===== src/rtl/alarm_bank.sv =====
// Multi-channel BCD alarm bank: per-channel hh:mm settings with enables, plus a shared
// ring controller providing ring timeout, limited snooze and stop.
module alarm_bank #(
    parameter int unsigned NUM_ALARMS = 4,
    parameter int unsigned SEL_W      = 2,
    parameter int unsigned RING_SEC   = 60,
    parameter int unsigned SNOOZE_SEC = 300,
    parameter int unsigned SNOOZE_MAX = 3,
    parameter logic        BELL_IDLE  = 1'b1
) (
    input  logic                    clk,
    input  logic                    rst,
    input  logic                    sec_tick,
    input  logic [SEL_W-1:0]        set_sel,
    input  logic                    set_hr_key,
    input  logic                    set_min_key,
    input  logic                    en_toggle,
    input  logic                    snooze_key,
    input  logic                    stop_key,
    input  logic [3:0]              h_cntH,
    input  logic [3:0]              h_cntL,
    input  logic [3:0]              m_cntH,
    input  logic [3:0]              m_cntL,
    input  logic [3:0]              s_cntH,
    input  logic [3:0]              s_cntL,
    input  logic                    tone_a,
    input  logic                    tone_b,
    output logic                    bell_out,
    output logic                    ring_active,
    output logic                    snoozing,
    output logic [SEL_W-1:0]        ring_idx,
    output logic [NUM_ALARMS-1:0]   alarm_en,
    output logic [8*NUM_ALARMS-1:0] set_hr,
    output logic [8*NUM_ALARMS-1:0] set_min
);

    localparam int unsigned RW = (RING_SEC > 1) ? $clog2(RING_SEC) : 1;
    localparam int unsigned TW = (SNOOZE_SEC > 1) ? $clog2(SNOOZE_SEC) : 1;
    localparam int unsigned CW = (SNOOZE_MAX > 0) ? $clog2(SNOOZE_MAX + 1) : 1;

    localparam logic [RW-1:0] RING_LAST   = RW'(RING_SEC - 1);
    localparam logic [TW-1:0] SNOOZE_LAST = TW'(SNOOZE_SEC - 1);
    localparam logic [CW-1:0] SNOOZE_LIM  = CW'(SNOOZE_MAX);

    typedef enum logic [1:0] {
        StIdle,
        StRinging,
        StSnooze
    } state_e;

    logic [7:0]            hr_q  [NUM_ALARMS];
    logic [7:0]            min_q [NUM_ALARMS];
    logic [NUM_ALARMS-1:0] en_q;
    logic [NUM_ALARMS-1:0] match;
    logic [NUM_ALARMS-1:0] match_q;
    logic [NUM_ALARMS-1:0] trig;

    state_e           state_q, state_d;
    logic [SEL_W-1:0] idx_q, idx_d;
    logic [RW-1:0]    ring_sec_q, ring_sec_d;
    logic [TW-1:0]    snz_tmr_q, snz_tmr_d;
    logic [CW-1:0]    snz_cnt_q, snz_cnt_d;
    logic             bell_q;

    logic             sel_ok;
    logic             idx_dis;
    logic             trig_any, other_any;
    logic [SEL_W-1:0] trig_idx, other_idx;

    function automatic logic [7:0] hr_inc(input logic [7:0] v);
        if (v[7:4] >= 4'd2 && v[3:0] >= 4'd3) begin
            return 8'h00;
        end else if (v[3:0] >= 4'd9) begin
            return {v[7:4] + 4'd1, 4'd0};
        end else begin
            return {v[7:4], v[3:0] + 4'd1};
        end
    endfunction

    function automatic logic [7:0] min_inc(input logic [7:0] v);
        if (v[7:4] >= 4'd5 && v[3:0] >= 4'd9) begin
            return 8'h00;
        end else if (v[3:0] >= 4'd9) begin
            return {v[7:4] + 4'd1, 4'd0};
        end else begin
            return {v[7:4], v[3:0] + 4'd1};
        end
    endfunction

    assign sel_ok = ({1'b0, set_sel} < (SEL_W + 1)'(NUM_ALARMS));

    // Clearing the enable of the channel currently ringing/snoozing drops back to idle.
    assign idx_dis = en_toggle && sel_ok && (set_sel == idx_q) && en_q[idx_q];

    always_ff @(posedge clk or posedge rst) begin
        if (rst) begin
            for (int i = 0; i < NUM_ALARMS; i++) begin
                hr_q[i]  <= 8'h00;
                min_q[i] <= 8'h00;
            end
            en_q <= '0;
        end else if (sel_ok) begin
            if (sec_tick && set_hr_key) begin
                hr_q[set_sel] <= hr_inc(hr_q[set_sel]);
            end
            if (sec_tick && set_min_key) begin
                min_q[set_sel] <= min_inc(min_q[set_sel]);
            end
            if (en_toggle) begin
                en_q[set_sel] <= ~en_q[set_sel];
            end
        end
    end

    always_comb begin
        match     = '0;
        trig      = '0;
        trig_any  = 1'b0;
        other_any = 1'b0;
        trig_idx  = '0;
        other_idx = '0;
        for (int i = 0; i < NUM_ALARMS; i++) begin
            match[i] = en_q[i] && (hr_q[i] == {h_cntH, h_cntL}) &&
                       (min_q[i] == {m_cntH, m_cntL}) && ({s_cntH, s_cntL} == 8'h00);
            trig[i]  = match[i] && !match_q[i];
        end
        // Descending scan so the lowest triggering index wins.
        for (int i = NUM_ALARMS - 1; i >= 0; i--) begin
            if (trig[i]) begin
                trig_any = 1'b1;
                trig_idx = SEL_W'(i);
            end
            if (trig[i] && (SEL_W'(i) != idx_q)) begin
                other_any = 1'b1;
                other_idx = SEL_W'(i);
            end
        end
    end

    always_comb begin
        state_d    = state_q;
        idx_d      = idx_q;
        ring_sec_d = ring_sec_q;
        snz_tmr_d  = snz_tmr_q;
        snz_cnt_d  = snz_cnt_q;
        case (state_q)
            StIdle: begin
                ring_sec_d = '0;
                snz_tmr_d  = '0;
                snz_cnt_d  = '0;
                if (trig_any) begin
                    state_d = StRinging;
                    idx_d   = trig_idx;
                end
            end
            StRinging: begin
                if (stop_key || idx_dis) begin
                    state_d = StIdle;
                end else if (snooze_key) begin
                    if (snz_cnt_q < SNOOZE_LIM) begin
                        state_d   = StSnooze;
                        snz_cnt_d = snz_cnt_q + 1'b1;
                        snz_tmr_d = '0;
                    end else begin
                        state_d = StIdle;
                    end
                end else if (sec_tick) begin
                    if (ring_sec_q >= RING_LAST) begin
                        state_d = StIdle;
                    end else begin
                        ring_sec_d = ring_sec_q + 1'b1;
                    end
                end
            end
            StSnooze: begin
                if (stop_key || idx_dis) begin
                    state_d = StIdle;
                end else if (sec_tick && (snz_tmr_q >= SNOOZE_LAST)) begin
                    state_d    = StRinging;
                    ring_sec_d = '0;
                end else if (other_any) begin
                    state_d    = StRinging;
                    idx_d      = other_idx;
                    snz_cnt_d  = '0;
                    ring_sec_d = '0;
                end else if (sec_tick) begin
                    snz_tmr_d = snz_tmr_q + 1'b1;
                end
            end
            default: begin
                state_d = StIdle;
            end
        endcase
    end

    always_ff @(posedge clk or posedge rst) begin
        if (rst) begin
            state_q    <= StIdle;
            idx_q      <= '0;
            ring_sec_q <= '0;
            snz_tmr_q  <= '0;
            snz_cnt_q  <= '0;
            match_q    <= '0;
            bell_q     <= BELL_IDLE;
        end else begin
            state_q    <= state_d;
            idx_q      <= idx_d;
            ring_sec_q <= ring_sec_d;
            snz_tmr_q  <= snz_tmr_d;
            snz_cnt_q  <= snz_cnt_d;
            match_q    <= match;
            // Odd seconds sound tone_a, even seconds tone_b.
            bell_q     <= (state_q == StRinging) ? (s_cntL[0] ? tone_a : tone_b) : BELL_IDLE;
        end
    end

    assign bell_out    = bell_q;
    assign ring_active = (state_q == StRinging);
    assign snoozing    = (state_q == StSnooze);
    assign ring_idx    = idx_q;
    assign alarm_en    = en_q;

    for (genvar g = 0; g < NUM_ALARMS; g++) begin : g_pack
        assign set_hr[8*g +: 8]  = hr_q[g];
        assign set_min[8*g +: 8] = min_q[g];
    end

endmodule

===== config.mk =====
export PLATFORM = sky130hd
export DESIGN_NAME = alarm_bank
export DESIGN_NICKNAME = d
export VERILOG_FILES = /design/src/rtl/alarm_bank.sv
export SDC_FILE = /design/constraint.sdc
export NUM_CORES = 1
export LEC_CHECK = 0
export ABC_CLOCK_PERIOD_IN_PS = 6200
export CORE_AREA = 10 10 131 133
export CTS_CLUSTER_DIAMETER = 120
export DETAILED_ROUTE_END_ITERATION = 7
export DIE_AREA = 0 0 141 143
export GPL_TIMING_DRIVEN = 0
export MAX_ROUTING_LAYER = met4
export PLACE_DENSITY = 0.72
export SETUP_SLACK_MARGIN = 0.15
export SLEW_MARGIN = 20
export SYNTH_ARGS = -nofsm -noshare
export SYNTH_HDL_FRONTEND = slang
export SYNTH_SLANG_ARGS = --single-unit
export TNS_END_PERCENT = 30

===== constraint.sdc =====
create_clock -name clk -period 6.2 [get_ports clk]
set_input_delay 1.86 -clock clk [delete_from_list [all_inputs] [get_ports clk]]
set_output_delay 1.86 -clock clk [all_outputs]
set_load 0.01 [all_outputs]

==> run summary <==
In the routed design, unresolved DRC markers number 0. Across the run, the number of max-cap violations was 0. After clock tree synthesis, the clock-pin slew on the worst setup and hold paths is 0.07 ns.

The chip width is 141 microns. Combinational logic burns 31.7% of the power. The tools report the clock insertion delay at the later pin of the skew report as 0.36 ns. The hold-critical path depth is 1, and the clock sink count is 94.

Dividing the detail-routed via count by the number of cells gives 5.71. Dividing the final minimum period by the clock period gives 90.4%. The async set-reset flop share out of synthesis was 100%; the post-route minimum period was 5.61 ns. The overall fraction of global-route tracks in use came out at 18.6%. Setup violations remaining at the end of the flow were counted as 0. For this run, the register share of the synthesized area comes to 41.2%. The run gives 3 as the H-tree depth. Buffers placed on the I/O ports in this run total 98. Summed over all nets, the half-perimeter wirelength after detailed placement is 14100 microns. Counting cells, the worst reg-to-reg path comes to 8.

The number of antenna violations at the first check in global routing is 0. In this run the remaining antenna-violating nets after routing total 0. At the worst endpoint, the required time is 6.42 ns. The average instance in the mapped netlist occupies 9.50 sq um.

Cell type of the slowest stage on the worst timing path: sky130_fd_sc_hd__clkdlybuf4s50_1. In this run the power spent charging and discharging nets is 0.000719 W. The floorplan step defined a die boundary enclosing 0.0202 sq mm. The count of yosys warnings during synthesis was 0; the layout overhead on the synthesized area was 26.8%.

TritonCTS built the clock tree. The run gives 5 as the number of iterations in the first detailed-routing pass. Cell internal power was estimated by the tool at 0.00131 W.

For the power share of the clock group, the log shows 27.1%. The number of max-slew violations in the final report is 0. Hold repair after CTS inserted 0 buffers. The power per cell area is 280 mW/mm^2.

Cell at the root of the clock tree: sky130_fd_sc_hd__clkbuf_16. In this run the tightest slew margin relative to its limit is 51.3%. The run gives 0 as the count of buffers added by post-CTS timing repair for setup. Traced cell by cell, the critical path runs through clkdlybuf4s50_1 > clkbuf_1 > buf_1 > mux4_2 > ha_1 > nand2b_1 > o21ai_0 > clkbuf_1 > nor2_1 > a22oi_1 > o21ai_0.

STA classifies the critical path endpoint as a register. The path category of the worst min-delay check was reg2reg. For this block, the routed nets add up to 18400 microns of wire.

Synthesis handed over a netlist of 601 instances. Entering global routing, the biggest net connects 58 pins. The tightest hold path in the finished design has a slack of 0.502 ns.

Of the total power, registers draw 41.2%. The run gives 39.6% as the starting density of the core. Static timing analysis puts the maximum clock frequency at 0.178 GHz.

For the pin with the worst max-slew slack, the measured transition is 0.730 ns. The synthesized design spends more area on one cell type than any other, namely sky130_fd_sc_hd__dfrtp_1. The site row count is 44, and the maximum net fanout on the critical path is 10. The startpoint identified for the worst hold timing path is snz_tmr_q[8].

The number of different library cells used by synthesis comes to 65. The via count of the first global-routing pass is 5331, and the overall power after layout is 0.00203 W. The die outline height is 143 microns, and the area occupied by multi-input gates is 0.00317 sq mm.

The fraction of post-synthesis cell area in the top cell type by area came out at 40.8%. In the synthesized netlist the dominant register cell turns out to be sky130_fd_sc_hd__dfrtp_1. The tools report the endpoint of the most critical register-to-register path as snz_tmr_q[8]. Synthesis produced a netlist with a net count of 651. Wire length of the first global-routing pass: 28800 microns. For this block, the initial DRC count from the detailed router was 405.

The post-layout net count came out at 761. For the final estimated routing congestion in global placement, the log shows 0.942. IR analysis of the VDD net gives a maximum drop of 0.000207 V. The total of flip-flops plus latches after synthesis works out to 94. The hold violation count in the final report was 0; the number of diodes was 0. The run finished with clean final reports. Core box area: 0.0144 sq mm. The residual overflow from global routing came out at 0. The worst clock skew on the final layout was 0.00940 ns. The post-route netlist has 8.66% of its cells at a drive strength greater than 1. The number of top-level design ports came out at 109. The run gives 5.83 ns as the data arrival at the endpoint of the critical path. The routed layout has 5136 vias. The setup TNS is 0 ns, and the number of buffers created by CTS is 9. The tools report the maximum clock path buffer count as 2.

The sequential cells in the finished layout cover a total of 0.00235 sq mm. For flop-to-flop paths, the worst setup slack is 3.36 ns. The finished layout holds 900 standard cells, fillers aside. The cell total after placement is 884. For the number of fill cells, the log shows 1351.

By startpoint and endpoint, the worst setup path is classified as in2reg. The synthesized design contains 0 enable-type register cells. Setup repair after global routing left no endpoint under its margin. In this design, the stage delay of the slowest critical-path cell is 0.69 ns. Summing every instance area after synthesis gives 0.00571 sq mm. The destination of the worst hold path was snz_tmr_q[8]. Summed over all cells, the static leakage comes to 2.91 nW. In this run switching power makes up 35.5% of total power. By area the synthesized netlist is led by sky130_fd_sc_hd__dfrtp_1, sky130_fd_sc_hd__xnor2_1, sky130_fd_sc_hd__o21ai_0.

Launching element type of the critical path: an input pin. The startpoint identified for the worst register-to-register timing path is set_hr[10]. In the final routed layout, each cell accounts on average for 20.4 microns.

Post-CTS repair changed the size of 0 cells.
==> critical path, delay by kind of cell <==
family          cells  cell delay [ns]
fa+ha+maj           1             0.21
buf+inv             4             2.25
simple gates        2             0.24
mux                 1             0.45
compound gates      3             0.81
==> routing by layer <==
metal	up-vias	wire length, microns	global-route usage [%]
met5	-	0	-
met3	26	1260	4.38
li1	2349	-	-
met1	2540	7880	22.7
met4	0	403	6.58
met2	221	8820	29.5
==> cell type report <==
class	instances	area share, %
Tap cell	184	3.18
Timing Repair Buffer	99	13.9
Buffer	27	1.59
Inverter	20	1.11
Clock inverter	6	0.761
Multi-Input combinational cell	460	43.7
Clock buffer	10	3.16
Sequential cell	94	32.5
==> Yosys cell counts (all sizes together) (2+ instances only) <==
master     n
o21ai     83
dfrtp     93
or4        5
clkbuf    18
o31ai      2
a2bb2oi    2
mux4      16
buf        9
mux2       5
a41oi      2
xor2      16
a31oi      2
nor3      14
or2        3
nor3b      4
nor2b      4
a21o       5
mux2i      4
nand3b     3
nor4      10
a22oi      2
nand2b     4
nand3     18
ha        14
o22a       2
nor4b      2
o22ai      2
o21bai     2
a21oi     13
nor2      19
nand4     16
nand2    100
inv       20
and3       4
xnor2     57
or3        7
and2       4
==> worst max-delay path by stage <==
stage	start	end	slack, ns	cells past startpoint
detailed placement	set_sel[1]	set_min[21]	0.34	11
floorplan	rst	alarm_en[0]	1.89	1
CTS	set_sel[1]	set_min[21]	0.67	11
global route	set_sel[1]	set_min[21]	0.37	11
finish	set_sel[1]	set_min[13]	0.59	11
global placement	set_sel[1]	set_min[5]	0.37	11
==> power by group through the flow <==
stage / clock (W) / combinational (W) / sequential (W)
floorplan: 0 / 0.000305 / 0.000843
global placement: 0 / 0.000629 / 0.000836
detailed placement: 0 / 0.000645 / 0.000843
CTS: 0.000551 / 0.000650 / 0.000833
global route: 0.000580 / 0.000708 / 0.000847
finish: 0.000549 / 0.000643 / 0.000836
==> layout by cell type, fill, tap and decap left out, types with 3 or more instances in the layout <==
master / n
sky130_fd_sc_hd__buf_1: 3
sky130_fd_sc_hd__a21o_1: 5
sky130_fd_sc_hd__xnor2_1: 57
sky130_fd_sc_hd__buf_2: 5
sky130_fd_sc_hd__nand2b_1: 4
sky130_fd_sc_hd__inv_1: 19
sky130_fd_sc_hd__nand2_1: 99
sky130_fd_sc_hd__clkbuf_1: 19
sky130_fd_sc_hd__nor2_1: 19
sky130_fd_sc_hd__dfrtp_1: 93
sky130_fd_sc_hd__o21ai_1: 4
sky130_fd_sc_hd__inv_6: 3
sky130_fd_sc_hd__mux4_2: 16
sky130_fd_sc_hd__clkdlybuf4s50_1: 98
sky130_fd_sc_hd__mux2_2: 3
sky130_fd_sc_hd__or3_1: 6
sky130_fd_sc_hd__or2_2: 3
sky130_fd_sc_hd__nand3_1: 18
sky130_fd_sc_hd__nand4_1: 16
sky130_fd_sc_hd__nor3b_1: 4
sky130_fd_sc_hd__clkinv_4: 3
sky130_fd_sc_hd__and3_1: 4
sky130_fd_sc_hd__ha_1: 14
sky130_fd_sc_hd__nand3b_1: 3
sky130_fd_sc_hd__or4_1: 4
sky130_fd_sc_hd__a21oi_1: 13
sky130_fd_sc_hd__xor2_1: 16
sky130_fd_sc_hd__o21ai_0: 79
sky130_fd_sc_hd__nor4_1: 7
sky130_fd_sc_hd__nor2b_1: 4
sky130_fd_sc_hd__nor3_1: 14
sky130_fd_sc_hd__mux2i_1: 4
sky130_fd_sc_hd__clkbuf_16: 9
==> metrics by stage <==
stage	worst slack (ns)	util (%)	instance area, sq um
2_1_floorplan	1.89	-	5710
3_3_place_gp	0.374	48.0	6920
3_5_place_dp	0.340	48.2	6950
4_1_cts	0.666	50.2	7240
5_1_grt	0.374	50.2	7240
6_report	0.594	50.2	7240
==> logic make-up after synthesis <==
| kind of cell | after synthesis | synth area share [%] |
|---|---|---|
| flops | 94 | 41.2 |
| fa+ha+maj | 14 | 3.07 |
| xor+xnor | 73 | 11.2 |
| buf+inv | 47 | 3.33 |
| simple gates | 221 | 20.0 |
| mux | 25 | 8.00 |
| compound gates | 127 | 13.2 |
==> state kept, by name (all words and copies together) (netlist names) <==
| signal | cells |
|---|---|
| state_q | 2 |
| snz_cnt_q | 2 |
| set_hr | 32 |
| snz_tmr_q | 9 |
| bell_out | 1 |
| match_q | 4 |
| ring_sec_q | 6 |
| alarm_en | 4 |
| set_min | 32 |
| ring_idx | 2 |
Note: power is estimated with default switching activity, not from simulation.
